### config.mk
export PLATFORM = sky130hd
export DESIGN_NAME = ftdi_uart
export DESIGN_NICKNAME = d
export VERILOG_FILES = /design/src/rtl/ftdi_uart_pkg.sv /design/src/rtl/ftdi_uart_fifo.sv /design/src/rtl/ftdi_uart.sv
export SDC_FILE = /design/constraint.sdc
export NUM_CORES = 1
export LEC_CHECK = 0
export BUFFER_PORTS_ARGS = -buffer_cell sky130_fd_sc_hd__buf_2
export CORE_MARGIN = 3
export CORE_UTILIZATION = 61
export DETAILED_ROUTE_END_ITERATION = 7
export PLACE_DENSITY = 0.77
export SYNTH_ARGS = -nofsm -noshare
export SYNTH_HDL_FRONTEND = slang
export SYNTH_SLANG_ARGS = --single-unit
### constraint.sdc
create_clock -name clk -period 4.3 [get_ports clk]
set_input_delay 0.215 -clock clk [delete_from_list [all_inputs] [get_ports clk]]
set_output_delay 0.215 -clock clk [all_outputs]
set_load 0.02 [all_outputs]
### src/rtl/ftdi_uart_pkg.sv
// ftdi_uart_pkg: shared constants and types for the ftdi_uart MMIO core.
// Holds the word-address map, the identification register values, the
// status-register bit positions, the default bit-rate divisor and the
// state encodings of the RX and TX engines.
package ftdi_uart_pkg;

    localparam logic [7:0] ADDR_NAME0     = 8'h00;
    localparam logic [7:0] ADDR_VERSION   = 8'h01;
    localparam logic [7:0] ADDR_DIVISOR   = 8'h08;
    localparam logic [7:0] ADDR_RX_STATUS = 8'h10;
    localparam logic [7:0] ADDR_RX_DATA   = 8'h11;
    localparam logic [7:0] ADDR_RX_CLEAR  = 8'h12;
    localparam logic [7:0] ADDR_TX_STATUS = 8'h20;
    localparam logic [7:0] ADDR_TX_DATA   = 8'h21;
    localparam logic [7:0] ADDR_LOOPBACK  = 8'h30;

    // ASCII "uart"
    localparam logic [31:0] NAME0_VALUE   = 32'h7561_7274;
    localparam logic [31:0] VERSION_VALUE = 32'h0000_0001;

    localparam int RX_NE_BIT  = 0;
    localparam int RX_OVR_BIT = 1;
    localparam int RX_FE_BIT  = 2;
    localparam int TX_RDY_BIT = 0;

    // 25 MHz / 115200 baud
    localparam int UART_DEFAULT_DIVISOR = 217;
    localparam int UART_MIN_DIVISOR     = 16;
    localparam int UART_RX_FIFO_DEPTH   = 16;

    typedef enum logic [1:0] {
        RX_IDLE,
        RX_START,
        RX_DATA,
        RX_STOP
    } rx_state_t;

    typedef enum logic [1:0] {
        TX_IDLE,
        TX_START,
        TX_DATA,
        TX_STOP
    } tx_state_t;

endpackage

### src/rtl/ftdi_uart_fifo.sv
// ftdi_uart_fifo: synchronous byte FIFO for the UART receive path.
// Ports:
//   clk, rst_n     clock and synchronous active-low reset
//   push_i/data_i  write request and data; ignored while full
//   pop_i/data_o   read request and head entry; pop ignored while empty
//   full_o/empty_o occupancy flags
//   count_o        number of stored entries (0..DEPTH)
// DEPTH must be a power of two so the pointers wrap naturally.
module ftdi_uart_fifo #(
    parameter int DEPTH = 16,
    parameter int WIDTH = 8
) (
    input  logic                       clk,
    input  logic                       rst_n,
    input  logic                       push_i,
    input  logic [WIDTH-1:0]           data_i,
    input  logic                       pop_i,
    output logic [WIDTH-1:0]           data_o,
    output logic                       full_o,
    output logic                       empty_o,
    output logic [$clog2(DEPTH):0]     count_o
);
    localparam int AW = $clog2(DEPTH);
    localparam logic [AW-1:0] PTR_ONE   = 1;
    localparam logic [AW:0]   CNT_ONE   = 1;
    localparam logic [AW:0]   CNT_DEPTH = (AW+1)'(DEPTH);

    logic [WIDTH-1:0] mem_q [DEPTH];
    logic [AW-1:0]    wr_ptr_q;
    logic [AW-1:0]    rd_ptr_q;
    logic [AW:0]      count_q;
    logic             do_push;
    logic             do_pop;

    assign full_o  = (count_q == CNT_DEPTH);
    assign empty_o = (count_q == '0);
    assign count_o = count_q;
    assign data_o  = mem_q[rd_ptr_q];
    assign do_push = push_i & ~full_o;
    assign do_pop  = pop_i & ~empty_o;

    always_ff @(posedge clk) begin
        if (!rst_n) begin
            wr_ptr_q <= '0;
            rd_ptr_q <= '0;
            count_q  <= '0;
        end else begin
            if (do_push) wr_ptr_q <= wr_ptr_q + PTR_ONE;
            if (do_pop)  rd_ptr_q <= rd_ptr_q + PTR_ONE;
            if (do_push && !do_pop)      count_q <= count_q + CNT_ONE;
            else if (!do_push && do_pop) count_q <= count_q - CNT_ONE;
        end
    end

    always_ff @(posedge clk) begin
        if (do_push) mem_q[wr_ptr_q] <= data_i;
    end

endmodule

### src/rtl/ftdi_uart.sv
// ftdi_uart: memory-mapped 8N1 UART responder core between the CPU MMIO bus
// mux and the ftdi_txd/ftdi_rxd pins. Received bytes land in an RX FIFO,
// CPU-written bytes are serialised on txd.
// Ports:
//   clk, rst_n        clock and synchronous active-low reset
//   rxd               serial input from host (asynchronous)
//   txd               serial output to host, idle high
//   cs, we, address   one-cycle access request (word address)
//   write_data        write data
//   read_data, ready  registered response, valid for the one cycle after cs
// Build option: define FTDI_UART_LOOPBACK_EN to add the LOOPBACK register
// (0x30 bit0), which feeds txd back into the RX synchroniser.
//
// RX FSM
//   state    | meaning
//   RX_IDLE  | waiting for a 1->0 edge on the synchronised line
//   RX_START | counting to start-bit midpoint, rejects glitches
//   RX_DATA  | sampling 8 data bits LSB first, one per divisor
//   RX_STOP  | sampling stop bit, push byte or flag framing error
// TX FSM
//   state    | meaning
//   TX_IDLE  | txd high, ready to accept a TX_DATA write
//   TX_START | driving start bit (0) for one divisor
//   TX_DATA  | driving 8 data bits LSB first
//   TX_STOP  | driving stop bit (1) for one divisor
module ftdi_uart
    import ftdi_uart_pkg::*;
#(
    parameter int DEFAULT_DIVISOR = UART_DEFAULT_DIVISOR,
    parameter int RX_FIFO_DEPTH   = UART_RX_FIFO_DEPTH,
    parameter int MIN_DIVISOR     = UART_MIN_DIVISOR
) (
    input  logic        clk,
    input  logic        rst_n,
    input  logic        rxd,
    output logic        txd,
    input  logic        cs,
    input  logic        we,
    input  logic [7:0]  address,
    input  logic [31:0] write_data,
    output logic [31:0] read_data,
    output logic        ready
);
    localparam int CW = $clog2(RX_FIFO_DEPTH) + 1;
    localparam logic [15:0] DEF_DIV = 16'(DEFAULT_DIVISOR);
    localparam logic [15:0] MIN_DIV = 16'(MIN_DIVISOR);

    logic        rd_acc;
    logic        wr_acc;
    logic [15:0] div_q;
    logic        loopback_en;

    logic        ready_q;
    logic [31:0] rdata_q;
    logic [31:0] rdata_d;

    logic        rx_sync1_q;
    logic        rx_sync2_q;
    logic        rx_prev_q;
    logic        rx_src;
    logic        rx_fall;

    rx_state_t   rx_state_q, rx_state_d;
    logic [15:0] rx_cnt_q,   rx_cnt_d;
    logic [15:0] rx_div_q,   rx_div_d;
    logic [2:0]  rx_bit_q,   rx_bit_d;
    logic [7:0]  rx_shift_q, rx_shift_d;
    logic        rx_term;
    logic        rx_push;
    logic        fe_set;

    tx_state_t   tx_state_q, tx_state_d;
    logic [15:0] tx_cnt_q,   tx_cnt_d;
    logic [15:0] tx_div_q,   tx_div_d;
    logic [2:0]  tx_bit_q,   tx_bit_d;
    logic [7:0]  tx_shift_q, tx_shift_d;
    logic        txd_q,      txd_d;
    logic        tx_term;
    logic        tx_ready;
    logic        tx_load;

    logic        ovr_q, ovr_d;
    logic        fe_q,  fe_d;
    logic        ovr_clr;
    logic        fe_clr;

    logic        fifo_pop;
    logic [7:0]  fifo_rdata;
    logic        fifo_full;
    logic        fifo_empty;
    logic [CW-1:0] fifo_count;

    logic        unused_wdata;

    assign rd_acc       = cs & ~we;
    assign wr_acc       = cs & we;
    assign unused_wdata = ^write_data[31:16];

    assign txd       = txd_q;
    assign ready     = ready_q;
    assign read_data = rdata_q;

    // ------------------------------------------------------------------
    // Configuration registers
    // ------------------------------------------------------------------
    always_ff @(posedge clk) begin
        if (!rst_n) begin
            div_q <= DEF_DIV;
        end else if (wr_acc && address == ADDR_DIVISOR) begin
            div_q <= (write_data[15:0] < MIN_DIV) ? MIN_DIV : write_data[15:0];
        end
    end

`ifdef FTDI_UART_LOOPBACK_EN
    logic loopback_q;

    always_ff @(posedge clk) begin
        if (!rst_n) begin
            loopback_q <= 1'b0;
        end else if (wr_acc && address == ADDR_LOOPBACK) begin
            loopback_q <= write_data[0];
        end
    end

    assign loopback_en = loopback_q;
`else
    assign loopback_en = 1'b0;
`endif

    // ------------------------------------------------------------------
    // Read response: registered, zero unless a read hits a defined address
    // ------------------------------------------------------------------
    always_comb begin
        rdata_d = '0;
        if (rd_acc) begin
            case (address)
                ADDR_NAME0:     rdata_d = NAME0_VALUE;
                ADDR_VERSION:   rdata_d = VERSION_VALUE;
                ADDR_DIVISOR:   rdata_d = {16'h0000, div_q};
                ADDR_RX_STATUS: begin
                    rdata_d[15:8]       = 8'(fifo_count);
                    rdata_d[RX_NE_BIT]  = ~fifo_empty;
                    rdata_d[RX_OVR_BIT] = ovr_q;
                    rdata_d[RX_FE_BIT]  = fe_q;
                end
                ADDR_RX_DATA:   rdata_d = {24'h000000, fifo_empty ? 8'h00 : fifo_rdata};
                ADDR_TX_STATUS: rdata_d[TX_RDY_BIT] = tx_ready;
`ifdef FTDI_UART_LOOPBACK_EN
                ADDR_LOOPBACK:  rdata_d[0] = loopback_en;
`endif
                default:        rdata_d = '0;
            endcase
        end
    end

    always_ff @(posedge clk) begin
        if (!rst_n) begin
            ready_q <= 1'b0;
            rdata_q <= '0;
        end else begin
            ready_q <= cs;
            rdata_q <= rdata_d;
        end
    end

    // ------------------------------------------------------------------
    // RX synchroniser and edge detect; reset high so reset exit is no edge
    // ------------------------------------------------------------------
    assign rx_src  = loopback_en ? txd_q : rxd;
    assign rx_fall = rx_prev_q & ~rx_sync2_q;

    always_ff @(posedge clk) begin
        if (!rst_n) begin
            rx_sync1_q <= 1'b1;
            rx_sync2_q <= 1'b1;
            rx_prev_q  <= 1'b1;
        end else begin
            rx_sync1_q <= rx_src;
            rx_sync2_q <= rx_sync1_q;
            rx_prev_q  <= rx_sync2_q;
        end
    end

    // ------------------------------------------------------------------
    // RX FSM; divisor is captured at the start edge so a mid-frame
    // DIVISOR write only affects the next frame
    // ------------------------------------------------------------------
    assign rx_term = (rx_cnt_q == 16'd0);

    always_comb begin
        rx_state_d = rx_state_q;
        rx_cnt_d   = rx_cnt_q;
        rx_div_d   = rx_div_q;
        rx_bit_d   = rx_bit_q;
        rx_shift_d = rx_shift_q;
        rx_push    = 1'b0;
        fe_set     = 1'b0;
        case (rx_state_q)
            RX_IDLE: begin
                if (rx_fall) begin
                    rx_state_d = RX_START;
                    rx_div_d   = div_q;
                    rx_cnt_d   = div_q >> 1;
                end
            end
            RX_START: begin
                if (rx_term) begin
                    if (rx_sync2_q) begin
                        rx_state_d = RX_IDLE;
                    end else begin
                        rx_state_d = RX_DATA;
                        rx_bit_d   = 3'd0;
                        rx_cnt_d   = rx_div_q - 16'd1;
                    end
                end else begin
                    rx_cnt_d = rx_cnt_q - 16'd1;
                end
            end
            RX_DATA: begin
                if (rx_term) begin
                    rx_shift_d = {rx_sync2_q, rx_shift_q[7:1]};
                    rx_cnt_d   = rx_div_q - 16'd1;
                    if (rx_bit_q == 3'd7) begin
                        rx_state_d = RX_STOP;
                    end else begin
                        rx_bit_d = rx_bit_q + 3'd1;
                    end
                end else begin
                    rx_cnt_d = rx_cnt_q - 16'd1;
                end
            end
            RX_STOP: begin
                if (rx_term) begin
                    rx_state_d = RX_IDLE;
                    if (rx_sync2_q) rx_push = 1'b1;
                    else            fe_set  = 1'b1;
                end else begin
                    rx_cnt_d = rx_cnt_q - 16'd1;
                end
            end
            default: rx_state_d = RX_IDLE;
        endcase
    end

    always_ff @(posedge clk) begin
        if (!rst_n) begin
            rx_state_q <= RX_IDLE;
            rx_cnt_q   <= '0;
            rx_div_q   <= DEF_DIV;
            rx_bit_q   <= '0;
            rx_shift_q <= '0;
        end else begin
            rx_state_q <= rx_state_d;
            rx_cnt_q   <= rx_cnt_d;
            rx_div_q   <= rx_div_d;
            rx_bit_q   <= rx_bit_d;
            rx_shift_q <= rx_shift_d;
        end
    end

    // ------------------------------------------------------------------
    // RX FIFO and sticky error flags (set wins over clear)
    // ------------------------------------------------------------------
    assign fifo_pop = rd_acc & (address == ADDR_RX_DATA) & ~fifo_empty;
    assign ovr_clr  = wr_acc & (address == ADDR_RX_CLEAR) & write_data[RX_OVR_BIT];
    assign fe_clr   = wr_acc & (address == ADDR_RX_CLEAR) & write_data[RX_FE_BIT];
    assign ovr_d    = (rx_push & fifo_full) | (ovr_q & ~ovr_clr);
    assign fe_d     = fe_set | (fe_q & ~fe_clr);

    always_ff @(posedge clk) begin
        if (!rst_n) begin
            ovr_q <= 1'b0;
            fe_q  <= 1'b0;
        end else begin
            ovr_q <= ovr_d;
            fe_q  <= fe_d;
        end
    end

    ftdi_uart_fifo #(
        .DEPTH (RX_FIFO_DEPTH),
        .WIDTH (8)
    ) u_rx_fifo (
        .clk     (clk),
        .rst_n   (rst_n),
        .push_i  (rx_push),
        .data_i  (rx_shift_q),
        .pop_i   (fifo_pop),
        .data_o  (fifo_rdata),
        .full_o  (fifo_full),
        .empty_o (fifo_empty),
        .count_o (fifo_count)
    );

    // ------------------------------------------------------------------
    // TX FSM; txd is registered so the start bit appears the cycle after
    // the TX_DATA write
    // ------------------------------------------------------------------
    assign tx_ready = (tx_state_q == TX_IDLE);
    assign tx_load  = wr_acc & (address == ADDR_TX_DATA) & tx_ready;
    assign tx_term  = (tx_cnt_q == 16'd0);

    always_comb begin
        tx_state_d = tx_state_q;
        tx_cnt_d   = tx_cnt_q;
        tx_div_d   = tx_div_q;
        tx_bit_d   = tx_bit_q;
        tx_shift_d = tx_shift_q;
        txd_d      = txd_q;
        case (tx_state_q)
            TX_IDLE: begin
                txd_d = 1'b1;
                if (tx_load) begin
                    tx_state_d = TX_START;
                    tx_shift_d = write_data[7:0];
                    tx_div_d   = div_q;
                    tx_cnt_d   = div_q - 16'd1;
                    txd_d      = 1'b0;
                end
            end
            TX_START: begin
                if (tx_term) begin
                    tx_state_d = TX_DATA;
                    tx_bit_d   = 3'd0;
                    txd_d      = tx_shift_q[0];
                    tx_shift_d = {1'b0, tx_shift_q[7:1]};
                    tx_cnt_d   = tx_div_q - 16'd1;
                end else begin
                    tx_cnt_d = tx_cnt_q - 16'd1;
                end
            end
            TX_DATA: begin
                if (tx_term) begin
                    tx_cnt_d = tx_div_q - 16'd1;
                    if (tx_bit_q == 3'd7) begin
                        tx_state_d = TX_STOP;
                        txd_d      = 1'b1;
                    end else begin
                        tx_bit_d   = tx_bit_q + 3'd1;
                        txd_d      = tx_shift_q[0];
                        tx_shift_d = {1'b0, tx_shift_q[7:1]};
                    end
                end else begin
                    tx_cnt_d = tx_cnt_q - 16'd1;
                end
            end
            TX_STOP: begin
                if (tx_term) begin
                    tx_state_d = TX_IDLE;
                end else begin
                    tx_cnt_d = tx_cnt_q - 16'd1;
                end
            end
            default: tx_state_d = TX_IDLE;
        endcase
    end

    always_ff @(posedge clk) begin
        if (!rst_n) begin
            tx_state_q <= TX_IDLE;
            tx_cnt_q   <= '0;
            tx_div_q   <= DEF_DIV;
            tx_bit_q   <= '0;
            tx_shift_q <= '0;
            txd_q      <= 1'b1;
        end else begin
            tx_state_q <= tx_state_d;
            tx_cnt_q   <= tx_cnt_d;
            tx_div_q   <= tx_div_d;
            tx_bit_q   <= tx_bit_d;
            tx_shift_q <= tx_shift_d;
            txd_q      <= txd_d;
        end
    end

endmodule
# Word-level counts from Yosys, hierarchy flattened
# Memory sizes are Yosys's and may differ from the RTL's. A register that Yosys moved wholly into a read port is not among the register bits.
# Index checks and enable logic that the tools add are counted.
[totals]
memories = 1
input_bits = 45
ramBits = 128
word_cells = 179
output_inout_bits = 34
ff_bits = 158
[mem_list]
columns = ["name", "words", "width", "read_ports", "rd_ports_with_merged_regs", "wr", "line", "text"]
rows = [
  ["u_rx_fifo.mem_q", 16, 8, 1, 1, 1, "ftdi_uart_fifo.sv:28", "logic [WIDTH-1:0] mem_q [DEPTH];"],
]
[classes]
eq_ne = 32
n_lt_le_gt_ge = 1
muxes = 61
n_reduce_logical = 28
add_sub_neg = 11
bitwise_logic = 23
[ops]
columns = ["op", "n"]
rows = [
  ["$mux W16", 9],
  ["$sub A16 B1 Y16 const B", 5],
  ["$pmux W16 S4", 1],
  ["$pmux W16 S3", 1],
  ["$pmux W8 S3", 2],
  ["$mux W8", 5],
  ["$logic_not A16 Y1", 2],
  ["$ne A2 B2 Y1 const B", 14],
  ["$eq A8 B5 Y1 const B", 3],
  ["$pmux W2 S4", 3],
  ["$mux W2", 11],
  ["$mux W3", 7],
  ["$reduce_and A5 Y1", 4],
  ["$eq A8 B6 Y1 const B", 2],
  ["$lt A16 B5 Y1 const B", 1],
  ["$and A1 B1 Y1", 15],
  ["$mux W15", 1],
  ["$pmux W5 S3", 1],
  ["$mux W1", 12],
  ["$pmux W3 S2", 2],
  ["$mux W5", 2],
  ["$reduce_and A2 Y1", 5],
  ["$add A4 B1 Y4 const B", 2],
  ["$eq A2 B2 Y1 const B", 4],
  ["other kinds (25)", 42],
]

# Longest topological paths before layout
[logic_depth]
word_depth = 8
ltp_mapped = 15
ltp_nobuf = 14

# Hierarchy
# A second synthesis with hierarchy kept.
[unflattened]
hier_cells = 1231
area_unflattened_um2 = 13335.3
[by_module_without_submodules]
columns = ["mod", "area_per_inst_um2", "cells_each", "instances"]
rows = [
  ["ftdi_uart", 7557.2, 924, 1],
  ["ftdi_uart_fifo", 5778.0, 307, 1],
]

# Worst setup path before layout
# Ideal clock, no wire load.
[synth_path]
path_kind = "register -> register"
from = "register rx_cnt_q[0]"
to = "register u_rx_fifo.count_q[4] (netlist: u_rx_fifo.count_o[4])"
setup_slack_ps = 953
path_stages_with_launch = 15
arrival_time_ps = 3276
cell_sequence = "dfxtp_1 -> inv_1 -> ha_1 -> clkbuf_1 -> nor4b_2 -> nand4_2 -> nor3b_4 -> ha_1 -> inv_1 -> fa_1 -> a21o_1 -> a21oi_1 -> xnor2_1 -> or3_1 -> a21oi_1"
[synth_via]
elab_chain_len = 7
word_cells_on_any_way = 9
[synth_lines]
columns = ["element", "line", "text"]
rows = [
  ["start: declaration", "ftdi_uart.sv:64", "logic [15:0] rx_cnt_q, rx_cnt_d;"],
  ["start signal: assignment", "ftdi_uart.sv:254", "rx_cnt_q <= rx_cnt_d;"],
  ["$logic_not A16 Y1 *", "ftdi_uart.sv:188", "assign rx_term = (rx_cnt_q == 16'd0);"],
  ["$mux W1 *", "ftdi_uart.sv:233", "if (rx_term) begin"],
  ["$mux W1 *", "ftdi_uart.sv:198", "case (rx_state_q)"],
  ["$and A1 B1 Y1 *", "ftdi_uart_fifo.sv:39", "assign do_push = push_i & ~full_o;"],
  ["net u_rx_fifo.do_push", "ftdi_uart_fifo.sv:32", "logic do_push;"],
  ["$logic_not A1 Y1", "ftdi_uart_fifo.sv:51", "else if (!do_push && do_pop) count_q <= count_q - CNT_ONE;"],
  ["$logic_and A1 B1 Y1", "ftdi_uart_fifo.sv:51", ""],
  ["$reduce_bool A2 Y1 (no source line)", "--", ""],
  ["end signal: assignment", "ftdi_uart_fifo.sv:50", "if (do_push && !do_pop) count_q <= count_q + CNT_ONE;"],
  ["end signal: assignment", "ftdi_uart_fifo.sv:51", ""],
  ["end: declaration", "ftdi_uart_fifo.sv:31", "logic [AW:0] count_q;"],
]
# Mark *: on every way through the listed nets, which the timed path passes. The rest lies on a longest branch.
# A chain may end at the register's enable or synchronous reset.

# Worst setup path after layout
# Ends and elaborated chain as after synthesis.

==> run summary <==
HOLD PATH
---------------------------------------------------------------------------------
Path class of the lowest-slack min-delay path                              in2reg

ROUTE
---------------------------------------------------------------------------------
Routed via count divided by cell count                                       6.33
Final antenna-violating net count                                               0
Routed met2 length                                                        15.1 mm
Vias                                                                         9957
Total iterations of the first detailed-routing run                              6
First-iteration detailed-routing DRC count                                    856
Drc violations                                                                  0
Wire length on met1                                                       13.8 mm
DR WL/cell                                                                21.0 µm
Uppermost signal routing layer after detailed routing                        met5
Final wirelength                                                          33.1 mm
Detailed-routed wire length on met3                                       2.72 mm

DIE
---------------------------------------------------------------------------------
Vertical die dimension                                                     154 µm
Die boundary width                                                         154 µm
Total core area                                                         21200 µm²
Initial cell density of the core                                            62.6%
Site Rows                                                                      53
I/O pins                                                                       79
Die Outline Area                                                        23600 µm²

WORST SETUP PATH
---------------------------------------------------------------------------------
Arrival time worst endpoint                                               4.16 ns
Critical-path top delay cell                                         sky130_fd_sc_hd__nor4b_2
Type of the setup path with the least slack                               reg2reg
Delay contributed by the slowest stage of the critical path               0.46 ns
Endpoint class of the critical path                                      register
Largest fanout of any net on the critical path                                  8
Data required time at the worst endpoint                                  4.76 ns
Worst Setup Start Kind                                                   register
Critical path cell sequence                                          inv_1, ha_1, nor4b_2, nand4_2, nor3b_4, ha_1, inv_1, fa_1, a21o_1, a21oi_1, xnor2_1, or3_1, a21oi_1
Worst path top cell family by delay                                  simple AND/OR/NAND/NOR gates
Number of buffers and inverters on the critical path                            2

GLOBAL ROUTE
---------------------------------------------------------------------------------
Global-route wire length before repair                                    52.2 mm
Total GRT Usage                                                             27.5%
Via count of the first global-routing pass                                   9448
Antenna violations before repair                                                2
Maximum number of pins on one net before global-route repair                   55
Overflow after GRT                                                              0

STA
---------------------------------------------------------------------------------
Setup TNS after final layout                                                 0 ns
Setup-violating endpoint count in the final report                              0
Unrepaired setup endpoints after global routing                                no
Count of pins over their slew limit                                             0
Achievable clock frequency                                                270 MHz
Transition time of the tightest slew-check pin                            1.11 ns
Final setup skew                                                        0.0141 ns
Headroom to the max-slew limit                                              26.0%
Number of hold violations in the final report                                   0
Final period util                                                           86.2%
Min Clock Period, post-route                                              3.70 ns

YOSYS
---------------------------------------------------------------------------------
Netlist area before placement                                           13300 µm²
Synth unique cells                                                             82
Fraction of registers with async set/reset                                     0%
Largest cells by area after synthesis                                sky130_fd_sc_hd__edfxtp_1, sky130_fd_sc_hd__dfxtp_1, sky130_fd_sc_hd__mux4_2
Post-Synthesis Cells                                                         1248
Most common flop cell mapped by yosys                                sky130_fd_sc_hd__dfxtp_1
Synthesized area divided by synthesized cell count                       10.6 µm²
Post-synth top area share                                                   28.9%
Number of enable flip-flop cells after synthesis                              128
Yosys warns                                                                     0
Yosys top cell by area                                               sky130_fd_sc_hd__edfxtp_1
Count of state elements after synthesis                                       275
Sequential cell area fraction in the yosys report                           51.1%

FINAL LAYOUT
---------------------------------------------------------------------------------
Final Core Density                                                          69.7%
Leading cell type in the layout, fill and taps excluded              sky130_fd_sc_hd__nand2_1
Count of antenna diodes in the layout                                           0
Final layout net count                                                       1353
Commonest cells after routing, fill and taps aside                   sky130_fd_sc_hd__nand2_1, sky130_fd_sc_hd__dfxtp_1, sky130_fd_sc_hd__edfxtp_1
Number of filler instances in the final layout                               1514
Layout cells sized above 1                                                  14.3%
Area used by multi-input combinational logic                             5960 µm²
Area used by sequential logic in the layout                              6790 µm²
Synth-to-Final Area Change                                                  11.3%

CLOCKING
---------------------------------------------------------------------------------
Bufs on Longest Clock Path                                                      3
Number of H-tree levels                                                         1
Total of cells resized after clock tree synthesis                               0
Post-CTS Setup Bufs                                                             0
Number of buffers inserted during clock tree synthesis                         28
Clock slew seen by the registers of the worst setup and hold paths        0.06 ns
Clock tree from TritonCTS                                                   built
Cts hold-fix bufs                                                              16
Clock latency of the later-clocked register in the worst-skew pair        0.54 ns
TritonCTS sink count                                                          275
Library cell used as clock root buffer                               sky130_fd_sc_hd__clkbuf_16

POWER AND IR DROP
---------------------------------------------------------------------------------
Flop pwr share                                                              44.5%
IR drop worst, VDD                                                       0.378 mV
Clock network fraction of design power                                      41.4%
Power dissipated by switching net loads                                   1.62 mW
Cell Int Power                                                            4.72 mW
Leakage dissipation                                                       5.31 nW
Power share of the combinational group                                      14.1%
Sum of internal, switching and leakage power                              6.34 mW
Ratio of total power to cell area                                      429 nW/µm²
Fraction of power spent switching nets                                      25.6%

PLACEMENT
---------------------------------------------------------------------------------
Number of buffers inserted by port buffering                                   54
Placer congestion estimate                                                  0.908
Post-detailed-placement half-perimeter wirelength                         22.2 mm

OUTCOME
---------------------------------------------------------------------------------
Result of the run                                                    complete, no violations

JOB
---------------------------------------------------------------------------------
Maxcap violations                                                               0

power groups by stage:
| stage | Clock (mW) | Combinational, mW | Sequential (mW) |
|---|---|---|---|
| floorplan | 0 | 0.673 | 2.86 |
| global route | 2.75 | 0.980 | 2.83 |
| CTS | 2.65 | 0.877 | 2.82 |
| global placement | 0 | 0.841 | 2.87 |
| finish | 2.62 | 0.897 | 2.82 |
| detailed placement | 0 | 0.856 | 2.87 |
sequential cells by signal, indices dropped and copies added (netlist names), 3 cells and up, named ones only:
register	count
u_rx_fifo.mem_q	128
u_rx_fifo.rd_ptr_q	4
u_rx_fifo.wr_ptr_q	4
u_rx_fifo.count_o	5
rx_bit_q	3
rx_shift_q	8
tx_div_q	16
div_q	16
tx_shift_q	8
read_data	17
tx_bit_q	3
rx_div_q	16
tx_cnt_q	16
rx_cnt_q	16
cells by family after synthesis:
family / synth area share [%]
adders and majority gates: 2.79
buffers and inverters: 4.29
and+or+nand+nor: 17.2
DFF: 51.1
AOI/OAI and AO/OA: 11.1
muxes: 9.05
other: 0.0282
xor gates and xnor gates: 4.48
metrics by stage:
stage / instances / setup WS, ns / hold slack, ns / instance area, µm²
final: 1573 / 0.595 / 0.0400 / 14800
after global routing: 1573 / 0.314 / 0.0409 / 14800
after CTS: 1573 / 0.614 / 0.0107 / 14800
after detailed placement: 1508 / 0.703 / 0.405 / 13600
after global placement: 1508 / 0.752 / 0.410 / 13600
after floorplan: 1255 / 0.953 / 0.309 / 13300
per-layer routing:
layer	GRT usage, %	up-vias
li1	-	4616
met4	11.2	4
met1	38.6	4790
met2	42.3	444
met5	0	-
met3	5.54	103
final timing paths:
| kind | startpoint | end | slack (ns) | depth (start not counted) |
|---|---|---|---|---|
| worst min-delay path | address[5] | read_data[29] | 0.04 | 2 |
| worst min register to register | rx_sync1_q | rx_sync2_q | 0.46 | 1 |
| worst max-delay path | rx_cnt_q[0] | u_rx_fifo.count_o[4] | 0.60 | 13 |
| worst max register to register | rx_cnt_q[0] | u_rx_fifo.count_o[4] | 0.60 | 13 |
layout make-up:
cell class	instances	area share [%]
inverters	30	0.762
repair buffers	89	3.88
flip-flops and latches	275	45.9
clock inverters	12	1.41
well taps	275	2.33
clock buffers	37	5.36
multi-input cells	855	40.3
synthesized netlist by cell type (5+ instances only):
library cell and instances:
sky130_fd_sc_hd__nand2_1 148, sky130_fd_sc_hd__dfxtp_1 147, sky130_fd_sc_hd__edfxtp_1 128, sky130_fd_sc_hd__nor2_1 102, sky130_fd_sc_hd__a21oi_1 86, sky130_fd_sc_hd__clkbuf_1 53, sky130_fd_sc_hd__nand3_1 43, sky130_fd_sc_hd__o21ai_0 42
sky130_fd_sc_hd__mux4_2 40, sky130_fd_sc_hd__xor2_1 36, sky130_fd_sc_hd__xnor2_1 32, sky130_fd_sc_hd__inv_1 29, sky130_fd_sc_hd__mux2i_1 29, sky130_fd_sc_hd__ha_1 28, sky130_fd_sc_hd__nor3_1 22, sky130_fd_sc_hd__nor4_1 21
sky130_fd_sc_hd__or3_1 19, sky130_fd_sc_hd__buf_4 17, sky130_fd_sc_hd__buf_2 16, sky130_fd_sc_hd__nand2b_1 16, sky130_fd_sc_hd__o211ai_1 15, sky130_fd_sc_hd__a211oi_1 13, sky130_fd_sc_hd__a311oi_1 10, sky130_fd_sc_hd__and2_1 10
sky130_fd_sc_hd__a22oi_1 9, sky130_fd_sc_hd__a31oi_1 8, sky130_fd_sc_hd__nand4_1 7, sky130_fd_sc_hd__buf_1 6, sky130_fd_sc_hd__nand3b_1 6, sky130_fd_sc_hd__o31ai_1 6, sky130_fd_sc_hd__or4_1 6, sky130_fd_sc_hd__a21o_1 5
sky130_fd_sc_hd__nand4b_1 5, sky130_fd_sc_hd__nor2b_1 5, sky130_fd_sc_hd__nor3b_1 5, sky130_fd_sc_hd__o32ai_1 5
No activity file was read; power rests on OpenSTA's default activity.
